$ cat src/rtl/ps2_pkg.sv
// Shared PS/2 Set-2 constants and the transmit sequencer state encoding.
package ps2_pkg;

  localparam int IDX_W = 4;

  localparam logic [7:0] SC_0     = 8'h45;
  localparam logic [7:0] SC_1     = 8'h16;
  localparam logic [7:0] SC_2     = 8'h1E;
  localparam logic [7:0] SC_3     = 8'h26;
  localparam logic [7:0] SC_4     = 8'h25;
  localparam logic [7:0] SC_5     = 8'h2E;
  localparam logic [7:0] SC_6     = 8'h36;
  localparam logic [7:0] SC_7     = 8'h3D;
  localparam logic [7:0] SC_8     = 8'h3E;
  localparam logic [7:0] SC_9     = 8'h46;
  localparam logic [7:0] SC_ENTER = 8'h5A;
  localparam logic [7:0] SC_SPACE = 8'h29;
  localparam logic [7:0] SC_BREAK = 8'hF0;

  localparam logic [7:0] ASCII_SPACE  = 8'h20;
  localparam logic [7:0] ASCII_BSLASH = 8'h5C;

  typedef enum logic [2:0] {
    ST_IDLE,
    ST_LOAD,
    ST_MAKE,
    ST_F0,
    ST_BRK,
    ST_NEXT,
    ST_DONE
  } tx_state_t;

endpackage

$ cat src/rtl/ps2_ascii2scan.sv
// ASCII -> Set-2 make code lookup, shared with the receive-side table.
module ps2_ascii2scan
  import ps2_pkg::*;
(
  input  logic [7:0] ascii,
  output logic       valid,
  output logic [7:0] code
);

  always_comb begin
    valid = 1'b1;
    code  = 8'h00;
    case (ascii)
      8'h30:        code = SC_0;
      8'h31:        code = SC_1;
      8'h32:        code = SC_2;
      8'h33:        code = SC_3;
      8'h34:        code = SC_4;
      8'h35:        code = SC_5;
      8'h36:        code = SC_6;
      8'h37:        code = SC_7;
      8'h38:        code = SC_8;
      8'h39:        code = SC_9;
      ASCII_BSLASH: code = SC_ENTER;
      ASCII_SPACE:  code = SC_SPACE;
      default:      valid = 1'b0;
    endcase
  end

endmodule

$ cat src/rtl/ps2_tx_sequencer.sv
// Replays a packed ASCII string as PS/2 make/break bytes over a valid/ready link.
//
// state | meaning
// IDLE  | waiting for tx_start
// LOAD  | look up char[idx], decide send or skip
// MAKE  | presenting make code
// F0    | presenting break prefix
// BRK   | presenting make code again (release)
// NEXT  | advance index or finish
// DONE  | tx_done pulse, back to IDLE
module ps2_tx_sequencer
  import ps2_pkg::*;
#(
  parameter int NUM_CHARS  = 13,
  parameter bit BREAK_EN   = 1'b1,
  parameter bit SKIP_SPACE = 1'b1
) (
  input  logic                   clk,
  input  logic                   rst_n,
  input  logic                   tx_start,
  input  logic [8*NUM_CHARS-1:0] tx_register,
  output logic [7:0]             byte_data,
  output logic                   byte_valid,
  input  logic                   byte_ready,
  output logic                   busy,
  output logic                   tx_done,
  output logic                   err_unmapped
);

  localparam logic [IDX_W-1:0] LAST_IDX = IDX_W'(NUM_CHARS - 1);

  tx_state_t              state;
  logic [IDX_W-1:0]       idx;
  logic [8*NUM_CHARS-1:0] str_q;
  logic [7:0]             code_q;
  logic [7:0]             char_cur;
  logic                   lut_valid;
  logic [7:0]             lut_code;
  logic                   skip_char;
  logic                   xfer;

  // char0 lives in the most significant byte
  always_comb begin
    char_cur = ASCII_SPACE;
    for (int i = 0; i < NUM_CHARS; i++) begin
      if (idx == IDX_W'(i)) char_cur = str_q[8*(NUM_CHARS-1-i) +: 8];
    end
  end

  ps2_ascii2scan u_lut (
    .ascii (char_cur),
    .valid (lut_valid),
    .code  (lut_code)
  );

  assign skip_char = !lut_valid || (SKIP_SPACE && (char_cur == ASCII_SPACE));
  assign xfer      = byte_valid && byte_ready;

  always_ff @(posedge clk or negedge rst_n) begin
    if (!rst_n) begin
      state        <= ST_IDLE;
      idx          <= '0;
      str_q        <= {NUM_CHARS{ASCII_SPACE}};
      code_q       <= '0;
      byte_data    <= '0;
      byte_valid   <= 1'b0;
      busy         <= 1'b0;
      tx_done      <= 1'b0;
      err_unmapped <= 1'b0;
    end else begin
      tx_done <= 1'b0;
      case (state)
        ST_IDLE: begin
          if (tx_start) begin
            str_q        <= tx_register;
            err_unmapped <= 1'b0;
            busy         <= 1'b1;
            state        <= ST_LOAD;
          end
        end
        ST_LOAD: begin
          if (!lut_valid) err_unmapped <= 1'b1;
          if (skip_char) begin
            state <= ST_NEXT;
          end else begin
            code_q     <= lut_code;
            byte_data  <= lut_code;
            byte_valid <= 1'b1;
            state      <= ST_MAKE;
          end
        end
        ST_MAKE: begin
          if (xfer) begin
            if (BREAK_EN) begin
              byte_data <= SC_BREAK;
              state     <= ST_F0;
            end else begin
              byte_valid <= 1'b0;
              state      <= ST_NEXT;
            end
          end
        end
        ST_F0: begin
          if (xfer) begin
            byte_data <= code_q;
            state     <= ST_BRK;
          end
        end
        ST_BRK: begin
          if (xfer) begin
            byte_valid <= 1'b0;
            state      <= ST_NEXT;
          end
        end
        ST_NEXT: begin
          if (idx == LAST_IDX) begin
            tx_done <= 1'b1;
            state   <= ST_DONE;
          end else begin
            idx   <= idx + IDX_W'(1);
            state <= ST_LOAD;
          end
        end
        ST_DONE: begin
          busy  <= 1'b0;
          idx   <= '0;
          state <= ST_IDLE;
        end
        default: state <= ST_IDLE;
      endcase
    end
  end

endmodule
$ cat config.mk
export PLATFORM = sky130hd
export DESIGN_NAME = ps2_tx_sequencer
export DESIGN_NICKNAME = d
export VERILOG_FILES = /design/src/rtl/ps2_pkg.sv /design/src/rtl/ps2_ascii2scan.sv /design/src/rtl/ps2_tx_sequencer.sv
export SDC_FILE = /design/constraint.sdc
export NUM_CORES = 1
export LEC_CHECK = 0
export CAP_MARGIN = 40
export CORE_MARGIN = 2
export CORE_UTILIZATION = 48
export DETAILED_ROUTE_END_ITERATION = 10
export GPL_ROUTABILITY_DRIVEN = 0
export HOLD_SLACK_MARGIN = 0.12
export PLACE_DENSITY_LB_ADDON = 0.1
export SYNTH_ARGS = -nofsm -noshare
export SYNTH_HDL_FRONTEND = slang
export SYNTH_SLANG_ARGS = --single-unit
$ cat constraint.sdc
create_clock -name clk -period 3.4 [get_ports clk]
set_clock_uncertainty 0.2 [all_clocks]
set_input_delay 0.68 -clock clk [delete_from_list [all_inputs] [get_ports clk]]
set_output_delay 0.68 -clock clk [all_outputs]
set_load 0.02 [all_outputs]
# ---- Yosys cells after proc, flatten, opt, wreduce, memory -nomap -nowiden
# Index checks and enable logic that the tools add are counted.
dict set report op_classes {
  n_addsub 1
  eq_ne 37
  muxes 38
  bitwise_logic 1
  n_reduce_logical 19
}
# cell count
set ops {}
lappend ops {{$mux 8} 16}
lappend ops {{$eq 8x6->1 const B} 11}
lappend ops {{$pmux 7 s12} 1}
lappend ops {{$pmux 8 s3} 1}
lappend ops {{$eq 4x4->1 const B} 5}
lappend ops {{$mux 3} 6}
lappend ops {{$pmux 3 s6} 1}
lappend ops {{$eq 4x3->1 const B} 4}
lappend ops {{$ne 2x2->1 const B} 7}
lappend ops {{$reduce_or 12->1} 1}
lappend ops {{$eq 3x3->1 const B} 3}
lappend ops {{$eq 4x2->1 const B} 2}
lappend ops {{$eq 8x7->1 const B} 1}
lappend ops {{$mux 1} 8}
lappend ops {{$pmux 4 s2} 1}
lappend ops {{$reduce_and 2->1} 4}
lappend ops {{$reduce_and 4->1} 2}
lappend ops {{$reduce_bool 2->1} 4}
lappend ops {{$eq 3x2->1 const B} 2}
lappend ops {{$pmux 1 s2} 3}
lappend ops {{$reduce_and 3->1} 2}
lappend ops {{$add 4x1->4 const B} 1}
lappend ops {{$eq 4x1->1 const B} 1}
lappend ops {{$logic_not 4->1} 1}
lappend ops {{other kinds (8)} 8}
dict set report word_totals {
  regBits 131
  inputBits 108
  out_inout_bits 12
  wordCells 105
}

# ---- Longest topological paths before layout
dict set report logic_depth {
  depth_word 21
  depth_mapped 14
}

# ---- Hierarchy
# Synthesis repeated with hierarchy kept, for this count alone.
dict set report hier_totals {
  hier_cells 645
  hier_area_um2 6810.3
}
# mod n_inst cells_per_inst area_per_inst_um2 seq_area_each_um2
set by_module_without_submodules {}
lappend by_module_without_submodules {ps2_tx_sequencer 1 596 6465.0 3294.4}
lappend by_module_without_submodules {ps2_ascii2scan 1 49 345.3 0.0}

# ---- Worst setup path after synthesis
# Ideal clock, no wire load.
dict set report synth_timing {
  path_type {register to register}
  start {register idx[0]}
  end {register byte_data[0]}
  setup_ns 0.125
  t_arrival_ns 3.014
  required_time_ns 3.075
  setup_slack_ns 0.061
  stages_incl_launch_ff 14
  n_path_buf 2
  period_less_slack_ns 3.339
  path_cell_list {dfrtp_1 > inv_1 > ha_1 > buf_4 > a211o_1 > a32o_1 > o211ai_1 > a21oi_1 > nor3b_2 > nand4_1 > o2111a_2 > or2_1 > buf_6 > mux2_4}
}
dict set report synth_between {
  elab_chain_len 21
}
# element line_no
set synth_lines {}
lappend synth_lines {{start, declared} ps2_tx_sequencer.sv:33} ;# logic [IDX_W-1:0] idx;
lappend synth_lines {{start signal, assigned} ps2_tx_sequencer.sv:120} ;# idx <= idx + IDX_W'(1);
lappend synth_lines {{$logic_not 4->1} ps2_tx_sequencer.sv:46} ;# if (idx == IDX_W'(i)) char_cur = str_q[8*(NUM_CHARS-1-i) +: 8];
lappend synth_lines {{$mux 8 (12 in a row)} ps2_tx_sequencer.sv:46}
lappend synth_lines {{$mux 8 (*)} ps2_tx_sequencer.sv:46}
lappend synth_lines {{$eq 8x6->1 (tied with other cells)} {ps2_ascii2scan.sv:13, ps2_tx_sequencer.sv:56}}
lappend synth_lines {{$reduce_or 12->1 (no line)} -}
lappend synth_lines {{$mux 1} ps2_ascii2scan.sv:13} ;# case (ascii)
lappend synth_lines {{$logic_not 1->1} -}
lappend synth_lines {{$logic_or 1x1->1} ps2_tx_sequencer.sv:56} ;# assign skip_char = !lut_valid || (SKIP_SPACE && (char_cur == ASCII_SPACE));
lappend synth_lines {{$ne 2x2->1 (no line)} -}
lappend synth_lines {{$reduce_and 4->1 (no line)} -}
lappend synth_lines {{end signal, assigned} ps2_tx_sequencer.sv:87} ;# byte_data <= lut_code;
lappend synth_lines {{end signal, assigned} ps2_tx_sequencer.sv:105} ;# byte_data <= code_q;
lappend synth_lines {{end, declared} ps2_tx_sequencer.sv:22} ;# output logic [7:0] byte_data,
# Mark *: on every way between the ends. The rest lies on a longest branch, timed or not. The select of a mux whose other input is x is not followed.
# A chain may end at the register's enable or synchronous reset.

# ---- Worst setup path after layout
dict set report layout_timing {
  start {register idx[0]}
  end {register byte_data[6]}
}
# Same word-level chain as after synthesis.

==> reports/qor.json <==
{
  "logic_synthesis": {
    "syn_nets": 709,
    "synth-edff-count": 0,
    "yosys_warnings": 0,
    "synthDominantCellAreaShare_pct": 43.0,
    "post_synth.cell_area_avg_um2": 11.4,
    "netlist-cell-type-count": 69,
    "synth.ff_latch_count": 130,
    "netlist.top_cell.by_area": "sky130_fd_sc_hd__dfrtp_1",
    "synth_async_sr_flop_share_pct": 100,
    "ys.flop_type": "sky130_fd_sc_hd__dfrtp_1",
    "syn-instance-count": 597,
    "synth.cell_area_mm2": 0.00681,
    "post_synth_main_area_contributors": "sky130_fd_sc_hd__dfrtp_1, sky130_fd_sc_hd__mux2_2, sky130_fd_sc_hd__dfstp_2",
    "synth.yosys.seq_area_share_pct": 48.0
  },
  "power_and_ir_drop": {
    "comb_power_share_pct": 4.8,
    "power.ir.vdd_worst_mv": 0.338,
    "power.density_mw_per_mm2": 372,
    "clockPowerShare_pct": 51.7,
    "switching_share_pct": 21.1,
    "seqPwrFrac_pct": 43.5,
    "power.switching_uw": 750,
    "p_int_uw": 2810,
    "leakage_dissipation_uw": 0.00420
  },
  "floorplanning": {
    "die_height_um": 123,
    "die_x_um": 123,
    "rows": 43,
    "die_area_mm2": 0.0152,
    "floorplan.core_area_mm2": 0.0139,
    "ioPinCount": 120,
    "initial_core_util_pct": 49.1
  },
  "sta": {
    "max_clock_freq_ghz": 0.294,
    "rsz0062_at_grt": "yes",
    "report.final.hold_viol_count": 0,
    "finalSetupViolations": 1,
    "finalCriticalPeriod_ns": 3.40,
    "final_max_slew_violation_count": 0,
    "tightest_slew_ns": 0.659,
    "relSlewSlack_pct": 56.0,
    "layout_worst_path_cycle_share_pct": 100,
    "post-route-worst-setup-slack_ns": -0.00144
  },
  "critical_path": {
    "critical_path.n_buffers_inverters": 1,
    "critical_path.startpoint_type": "flip-flop",
    "cp_data_arrival_time_ns": 3.50,
    "cp_top_family": "compound AO/OA/AOI/OAI gates",
    "crit_path_max_incr_delay_ns": 0.44,
    "endpoint_kind": "flip-flop",
    "critical_path.cell_chain": "buf_6, ha_4, or3_4, a221oi_2, o211ai_1, a21oi_2, nor3b_4, o211a_1, o2111a_2, or2_4, mux2_4",
    "worstSetupPathType": "flip-flop to flip-flop",
    "timing.critical_path.slowest_stage_cell": "sky130_fd_sc_hd__dfrtp_2",
    "crit_required_ns": 3.50,
    "critical_path_peak_fanout": 7
  },
  "routing": {
    "drt-wirelength-per-cell_um": 19.3,
    "drtPass1Iterations": 5,
    "drtIter0Drc": 454,
    "ant_nets": 0,
    "viasPerCell": 5.78,
    "post-route-drc-count": 0,
    "vias": 5549,
    "drt-total-wl_mm": 18.6
  },
  "placement": {
    "hpwlAfterDp_mm": 12.8,
    "buffer_ports.inserted": 119,
    "worst_setup_timing_slack_at_the_placement_stage_ns": -0.252
  },
  "clock_network": {
    "numClockSinks": 130,
    "cts_buffers": 17,
    "worstSkewPairLatency_ns": 0.43,
    "clock_tree.root_cell": "sky130_fd_sc_hd__clkbuf_16",
    "clk_transition_reported_paths_ns": 0.06,
    "cts_tree": "yes",
    "clock_tree.htree_level_count": 4,
    "clk_path_buf_depth": 2
  },
  "outcome": {
    "violations": "setup timing",
    "status": "finished, violations left"
  },
  "global_routing": {
    "antenna_violations_before_repair": 0,
    "number_of_global_route_vias_before_repair": 5548,
    "final_global_route_overflow_total": 0,
    "grt_pass1_wl_mm": 28.9,
    "globalRouteTotalUtil_pct": 24.9,
    "grt_max_degree": 78
  },
  "cells_and_area": {
    "area_growth_syn_to_fin_pct": 40.6,
    "final_net_count": 880,
    "final_core_util_pct": 69.0,
    "antenna-diode-count": 0,
    "layout-drive-gt1-share_pct": 35.3
  },
  "run": {
    "cap_violations": 0
  },
  "hold_path": {
    "worstHoldPathType": "flip-flop to flip-flop"
  }
}
per-layer routing:
layer	track usage (%)	wire, µm	part of all wire (%)
met5	0	0	0
met4	9.87	487	2.6
met3	5.21	1050	5.6
met2	40.9	9190	50
met1	32.2	7840	42
final cells by class:
cell class,count,area [µm²]
fill,1031,4300
multi-input combinational,403,3490
sequential,130,3270
timing repair buffer,197,1930
clock buffer,19,433
tap,180,225
clock inverter,12,161
inverter,19,71.3
synth_stat cells, drive strengths merged, types with 3 or more instances:
master and number:
a311oi 3, a21oi 26, a32o 7, o311ai 8, nand3b 15, xnor2 3, inv 19, nand3 14
mux2 101, nand2 38, a211oi 6, dfrtp 117, nor2 15, or2 4, o32ai 7, clkbuf 16
o21a 3, o211ai 5, o22ai 4, nor3b 13, and3 5, ha 4, a21o 3, dfstp 13
buf 29, a221oi 10, a22o 3, o21ai 27, o21bai 4, nor3 3, a211o 5, nand2b 6
mux2i 9, a31oi 11, nor2b 14
through the flow:
stage / cells / TNS [ns] / cell area (µm²) / hold WS (ns) / total power, µW
after floorplan: 597 / 0 / 6810 / 0.184 / 1590
after global placement: 915 / -1.01 / 8520 / 0.269 / 1750
after detailed placement: 915 / -1.79 / 8520 / 0.274 / 1750
after CTS: 948 / 0 / 9190 / 0.286 / 3590
after global routing: 960 / -0.414 / 9580 / 0.306 / 3670
final: 960 / -0.00144 / 9580 / 0.282 / 3560
worst register-to-register path, cell delays in order, from the launching register on:
cell and delay [ns]:
sky130_fd_sc_hd__dfrtp_2 0.44, sky130_fd_sc_hd__buf_6 0.13, sky130_fd_sc_hd__ha_4 0.18, sky130_fd_sc_hd__or3_4 0.42, sky130_fd_sc_hd__a221oi_2 0.32, sky130_fd_sc_hd__o211ai_1 0.19
sky130_fd_sc_hd__a21oi_2 0.28, sky130_fd_sc_hd__nor3b_4 0.08, sky130_fd_sc_hd__o211a_1 0.13, sky130_fd_sc_hd__o2111a_2 0.29, sky130_fd_sc_hd__or2_4 0.31, sky130_fd_sc_hd__mux2_4 0.31
cells by family after synthesis:
family	count (synthesis)	synth area share (%)
compound gates	150	16.9
mux	110	18.2
flops	130	48.0
buf+inv	64	4.52
fa+ha+maj	4	0.735
simple gates	136	11.3
xor+xnor	3	0.386
flip-flops by register name, summed over array words and instances, names as in the netlist:
signal and flops:
byte_data 8, state 3, str_q 104, err_unmapped 1, idx 4, tx_done 1, code_q 7, busy 1
byte_valid 1
worst paths after layout:
| kind | from | slack (ns) | endpoint | cells past startpoint |
|---|---|---|---|---|
| min reg2reg | code_q[4]$_DFFE_PN0P_ | 0.28 | code_q[4]$_DFFE_PN0P_ | 1 |
| min in group asynchronous | rst_n | 0.45 | str_q[81]$_DFFE_PN0P_ | 2 |
| max | idx[0]$_DFFE_PN0P_ | -0.001 | byte_data[6]$_DFFE_PN0P_ | 11 |
| min | code_q[4]$_DFFE_PN0P_ | 0.28 | code_q[4]$_DFFE_PN0P_ | 1 |
| max in group asynchronous | rst_n | 1.77 | str_q[13]$_DFFE_PN1P_ | 3 |
| max reg2reg | idx[0]$_DFFE_PN0P_ | -0.001 | byte_data[6]$_DFFE_PN0P_ | 11 |
power groups by stage:
stage,registers (µW),logic (µW),clock network (µW)
detailed placement,1580,172,0
finish,1550,171,1840
global route,1550,186,1940
floorplan,1580,8.56,0
global placement,1580,170,0
CTS,1550,174,1870
what timing repair did:
| action | 4_1_cts | 5_1_grt |
|---|---|---|
| hold buffers | 1 | 0 |
| setup buffers | 1 | 9 |
| gates resized for setup | 15 | 50 |
| pin swaps | 1 | 15 |
| endpoints found under the hold margin | 11 | 0 |
| endpoints found under the setup margin | 14 | 20 |
| cloned | 0 | 3 |
cell usage in the layout (no fill, tap or decap), drive strengths merged, types with 6 or more instances in the layout:
cell type      netlist  routed
a211oi               6       6
a21oi               26      26
a221oi              10      10
a31oi               11      11
a32o                 7       7
buf                 29      75
clkbuf              16      22
clkdlybuf4s50        0     118
clkinv               0       6
dfrtp              117     117
dfstp               13      13
inv                 19      19
mux2               101     101
mux2i                9       9
nand2               38      38
nand2b               6       6
nand3               14      14
nand3b              15      15
nor2                15      15
nor2b               14      14
nor3b               13      13
o21ai               27      27
o311ai               8       8
o32ai                7       7
No activity file was read; power rests on OpenSTA's default activity.
==> RTL edit 1, RTL diff (config.mk and constraints unchanged) <==
The parameter `NUM_CHARS` goes from 13 to 15.
--- a/src/rtl/ps2_tx_sequencer.sv
+++ b/src/rtl/ps2_tx_sequencer.sv
@@ -12,5 +12,5 @@
   import ps2_pkg::*;
 #(
-  parameter int NUM_CHARS  = 13,
+  parameter int NUM_CHARS  = 15,
   parameter bit BREAK_EN   = 1'b1,
   parameter bit SKIP_SPACE = 1'b1
Interface: changed (resized tx_register); port bits go from 120 to 136. The function was not compared with the original's and may differ.
==> RTL edit 1 against the unedited design <==
The run still ends with setup timing left; cell area grew 16%; critical path depth rose by 2; wire length up 26%; synthesized area up 14%; setup slack worse by 0.14 ns; sequential cell count rose by 16; highest routed layer unchanged; critical endpoint is now byte_data[5].
Power is left out: it rests on default switching activity, and per cell area and clock period it moved more than threefold.
==> RTL edit 1: results (changes against the unedited design) <==
| Metric | Value |
|---|---|
| Synth cell types | 72 (+4.3%) |
| Yosys warns | 0 (unchanged) |
| Worst skew pair latency | 0.42 ns |
| Status | finished, violations left |
| Biggest regs | str_q: 120 flops, byte_data: 8 flops, code_q: 7 flops |
| Clk buf depth | 2 (unchanged) |
| GRT Util Overall | 0.276 (+0.0270) |
| Crit-path max cell delay | 0.49 ns (+0.05 ns) |
| Wire per inst | 20.7 um (+7.1%) |
| Clock-pin slew on the worst setup and hold paths | 0.06 ns (about the same) |
| FFs w/ async S/R, synth | 1.00 (unchanged) |
| Critical path's slowest cell | or4bb_4 |
| Layout Nets | 1028 (+17%) |
| Fill cell total of the finished layout | 1117 (+8.3%) |
| Clock root buffer | clkbuf_16 |
| Drt drc | 0 (unchanged) |
| Arrival time worst endpoint | 3.70 ns (+0.20 ns) |
| Setup violators final | 19 (+18) |
| Seq/Total Area, Yosys | 0.474 (-0.00636) |
| Worst slew pin tran | 0.770 ns (+0.111 ns) |
| Top post-synthesis cells by area | dfrtp_1 42%, mux2_2 17%, dfstp_2 5.1% |
| Setup WS post-layout | -0.146 ns (-0.145 ns) |
| Ant diodes | 0 (unchanged) |
| H-tree depth | 4 (unchanged) |
| Min Hold Slack | 0.113 ns (-0.169 ns) |
| Violated checks | setup timing |
| Num CTS Buffers | 17 (unchanged) |
| Reg2Reg Capture Point | byte_data[5] |
| TritonRoute pass-1 iters | 6 (+1) |
| Placed wire-length estimate | 16800 um (+31%) |
| Vias in the first global route | 6765 (+22%) |
| Min-Delay Path Class | in -> async |
| Initial DRC count | 580 (+28%) |
| Via Count | 6667 (+20%) |
| Synthesized Nets | 817 (+15%) |
| Reg2reg path depth | 13 (+2) |
| Share of layout cells above drive strength 1 | 0.387 (+0.0341) |
| Largest net degree at the start of global routing | 83 (+6.4%) |
| Synth top cells by count | 131 x dfrtp_1, 120 x mux2_2, 41 x a21oi_1 |
| Critical-path maximum fanout | 7 (unchanged) |
| Port Buffers | 135 (+13%) |
| Cell family with most CP delay | compound AO/OA/AOI/OAI gates |
| Antenna violations before repair | 0 (unchanged) |
| Launch point of the worst reg-to-reg path | idx[1] |
| Global-route wire length before repair | 36100 um (+25%) |
RTL edit 1: changes by cell type in the layout (fill, tap and decap cells not counted), sizes merged, moves of 8 or more:
cell           unedited run  this run
clkdlybuf4s50           118       134
o311ai                    8         0
mux2                    101       127
buf                      75       106
nor2                     15        23
a21oi                    26        41
a22oi                     2        10
dfrtp                   117       131
RTL edit 1: worst max-delay path by stage:
stage | to | slack (ns) | depth (start not counted) | start
floorplan | code_q[2] | 0.00005 | 14 | idx[0]
global placement | byte_data[4] | -0.23 | 12 | idx[0]
detailed placement | byte_data[5] | -0.42 | 12 | idx[1]
CTS | byte_data[5] | -0.13 | 13 | idx[1]
global route | state[2] | -0.22 | 13 | idx[0]
finish | byte_data[5] | -0.15 | 13 | idx[1]
RTL edit 1: kinds of logic (layout without fill, tap and decap cells):
family                   after synthesis  in the layout  share of synthesized area
buffers and inverters                 69            293                     0.0482
AND/OR/NAND/NOR                      168            168                      0.121
AO/OA/AOI/OAI                        169            169                      0.156
XOR/XNOR                               2              2                    0.00226
flip-flops                           146            146                      0.474
multiplexers                         131            131                      0.193
adder cells (fa/ha/maj)                4              4                    0.00645
RTL edit 1: layer usage:
| layer | global-route usage | part of all wire | up-vias |
|---|---|---|---|
| li1 | - | - | 2985 |
| met4 | 0.113 | 0.035 | 0 |
| met2 | 0.444 | 0.48 | 281 |
| met5 | 0 | 0 | - |
| met3 | 0.0568 | 0.060 | 69 |
| met1 | 0.366 | 0.43 | 3332 |
RTL edit 1: metrics by stage:
stage / util / instances / instance area, um2 / setup slack, ns / TNS [ns]
after global placement: 0.621 / 1078 / 9830 / -0.235 / -3.17
after detailed placement: 0.621 / 1078 / 9830 / -0.416 / -6.57
after CTS: 0.684 / 1118 / 10800 / -0.129 / -1.18
final: 0.704 / 1129 / 11100 / -0.146 / -1.56
after floorplan: - / 689 / 7760 / 0.0000500 / 0
after global routing: 0.704 / 1129 / 11100 / -0.220 / -3.32
RTL edit 1: worst register-to-register path: cells and delay by family, from the launching register on:
kind                       cells  cell delay (ns)
AOI/OAI and AO/OA              6             1.33
and+or+nand+nor                2             0.64
DFF                            1             0.46
buffers and inverters          3             0.45
adders and majority gates      1             0.23
muxes                          1             0.18
RTL edit 1: layout make-up:
class / instances / share of cell area
well taps: 216 / 0.0243
multi-input cells: 474 / 0.370
repair buffers: 241 / 0.209
clock buffers: 18 / 0.0394
clock inverters: 14 / 0.0202
flip-flops and latches: 146 / 0.330
inverters: 20 / 0.00719
RTL edit 1: repair_timing:
item / CTS / global route
gates cloned: 1 / 1
pin swaps: 18 / 26
gates resized for setup: 56 / 43
buffers inserted: 8 / 10
setup endpoints to repair: 20 / 20
==> RTL edit 2, RTL diff (same settings) <==
Without the edit above. Encoding of `tx_state_t`: now one-hot (7 bits for 7 states).
--- a/src/rtl/ps2_pkg.sv
+++ b/src/rtl/ps2_pkg.sv
@@ -21,12 +21,12 @@
   localparam logic [7:0] ASCII_BSLASH = 8'h5C;
 
-  typedef enum logic [2:0] {
-    ST_IDLE,
-    ST_LOAD,
-    ST_MAKE,
-    ST_F0,
-    ST_BRK,
-    ST_NEXT,
-    ST_DONE
+  typedef enum logic [6:0] {
+    ST_IDLE = 7'b0000001,
+    ST_LOAD = 7'b0000010,
+    ST_MAKE = 7'b0000100,
+    ST_F0   = 7'b0001000,
+    ST_BRK  = 7'b0010000,
+    ST_NEXT = 7'b0100000,
+    ST_DONE = 7'b1000000
   } tx_state_t;
 
Behaviour: no difference found for any inputs over 10 cycles, from zero or initial values and one cycle with rst_n low; not proved beyond that.
==> RTL edit 2 against the unedited design <==
Sequential cell count is 4 higher; cell area is 0.51% higher; setup slack better by 0.071 ns; synthesized area is 1.4% higher; wire length is 2.1% higher; via count is 2.1% higher; cell count is 1.6% higher; critical path type unchanged.
Power is not compared: it rests on default switching activity, and its combinational part moved more than twofold at a synthesized area within 25%.
==> RTL edit 2: results (changes against the unedited design) <==
| Metric | Value |
|---|---|
| Clk buf depth | 2 (unchanged) |
| Via Count | 5665 (+2.1%) |
| FF-to-FF setup slack | 0.07 ns (+0.07 ns) |
| Leakage | 3.97 nW |
| WHS Path Cells | 1 (unchanged) |
| Status | completed |
| Worst vdd ir | 0.511 mV |
| Placed Area | 8680 um2 (+1.9%) |
| WHS Endpoint | code_q[4] |
| Antenna violations before repair | 0 (unchanged) |
| Arrival time worst endpoint | 3.43 ns (-0.07 ns) |
| Clock-pin slew on the worst setup and hold paths | 0.06 ns (about the same) |
| Largest net degree at the start of global routing | 86 (+10%) |
| Synth cell types | 80 (+16%) |
| GRT Util Overall | 0.256 (+0.00756) |
| Cell family with most CP delay | compound AO/OA/AOI/OAI gates |
| Final std cells w/o fill | 975 (+1.6%) |
| Critical path's slowest cell | dfrtp_2 |
| TritonRoute pass-1 iters | 6 (+1) |
| Reg2reg path depth | 12 (+1) |
| Synth top cells by count | 120 x dfrtp_1, 105 x mux2_2, 39 x nand2_1 |
| H-tree depth | 4 (unchanged) |
| Worst slew pin tran | 0.561 ns (-0.0981 ns) |
| Top post-synthesis cells by area | dfrtp_1 43%, mux2_2 17%, dfstp_2 5.3% |
| Share of layout cells above drive strength 1 | 0.361 (+0.00844) |
| Launch point of the worst reg-to-reg path | idx[0] |
| Initial DRC count | 608 (+34%) |
| Final WL | 19000 um (+2.1%) |
| Global-route wire length before repair | 29600 um (+2.5%) |
| Biggest regs | str_q: 104 flops, byte_data: 8 flops |
| Reg2Reg Capture Point | byte_data[6] |
| Yosys warns | 0 (unchanged) |
| Min-Delay Path Class | reg -> reg |
| Post-CTS setup buffers | 0 (-1) |
| Num CTS Buffers | 17 (unchanged) |
| Place WS | -0.138 ns (+0.114 ns) |
| Placed wire-length estimate | 13800 um (+7.6%) |
| Crit-path max cell delay | 0.44 ns (about the same) |
| FFs w/ async S/R, synth | 1.00 (unchanged) |
| Synthesized Nets | 717 (+1.1%) |
| Seq/Total Area, Yosys | 0.488 (+0.00789) |
| Layout Nets | 894 (+1.6%) |
| Post-Syn Area per Cell | 11.4 um2 (about the same) |
| Post-Place Cells | 936 (+2.3%) |
| Critical-path maximum fanout | 15 (+8) |
| Vias in the first global route | 5571 (+0.41%) |
| Resized cells post-CTS | 13 (-2) |
[RTL edit 2: cell families after synthesis]
| kind of cell | count (synthesis) | synth area share |
|---|---|---|
| simple gates | 153 | 0.121 |
| fa+ha+maj | 4 | 0.00724 |
| xor+xnor | 5 | 0.00634 |
| flops | 134 | 0.488 |
| mux | 112 | 0.185 |
| buf+inv | 57 | 0.0406 |
| compound gates | 140 | 0.153 |
[RTL edit 2: metrics by stage]
stage	hold WS [ns]	TNS, ns	utilization
floorplan	0.184	0	-
global placement	0.271	-0.320	0.621
detailed placement	0.274	-0.676	0.621
CTS	0.287	0	0.666
global route	0.314	-0.0278	0.688
finish	0.282	0	0.688
[RTL edit 2: worst max path at each step]
| stage | from | to | slack [ns] | cells past startpoint |
|---|---|---|---|---|
| after floorplan | idx[1] | byte_data[0] | 0.06 | 14 |
| after global placement | idx[0] | byte_data[1] | -0.08 | 13 |
| after detailed placement | idx[1] | byte_data[1] | -0.14 | 13 |
| after CTS | idx[1] | byte_data[6] | 0.0007 | 12 |
| after global routing | idx[1] | byte_data[4] | -0.02 | 15 |
| final | idx[0] | byte_data[6] | 0.07 | 12 |
[RTL edit 2: area by class of cell]
type	instances	area, um2
fill	1065	4360
inverter	21	86.3
clock inverter	11	103
sequential	134	3370
clock buffer	21	460
timing repair buffer	194	1840
multi-input combinational	414	3540
tap	180	225
[RTL edit 2: power by group]
part           internal (W)  switching, W  leakage [nW]
Combinational       0.00251       0.00225          2.11
Clock               0.00104      0.000691         0.269
Sequential          0.00241      0.000597          1.59
Total               0.00597       0.00354          3.97
[RTL edit 2: metal layers]
metal  global-route usage  part of all wire  vias up
met5                    0                 0        -
met4               0.0730             0.016        0
met3               0.0458             0.064       25
met2                0.416              0.47      235
met1                0.355              0.45     2804
li1                     -                 -     2601
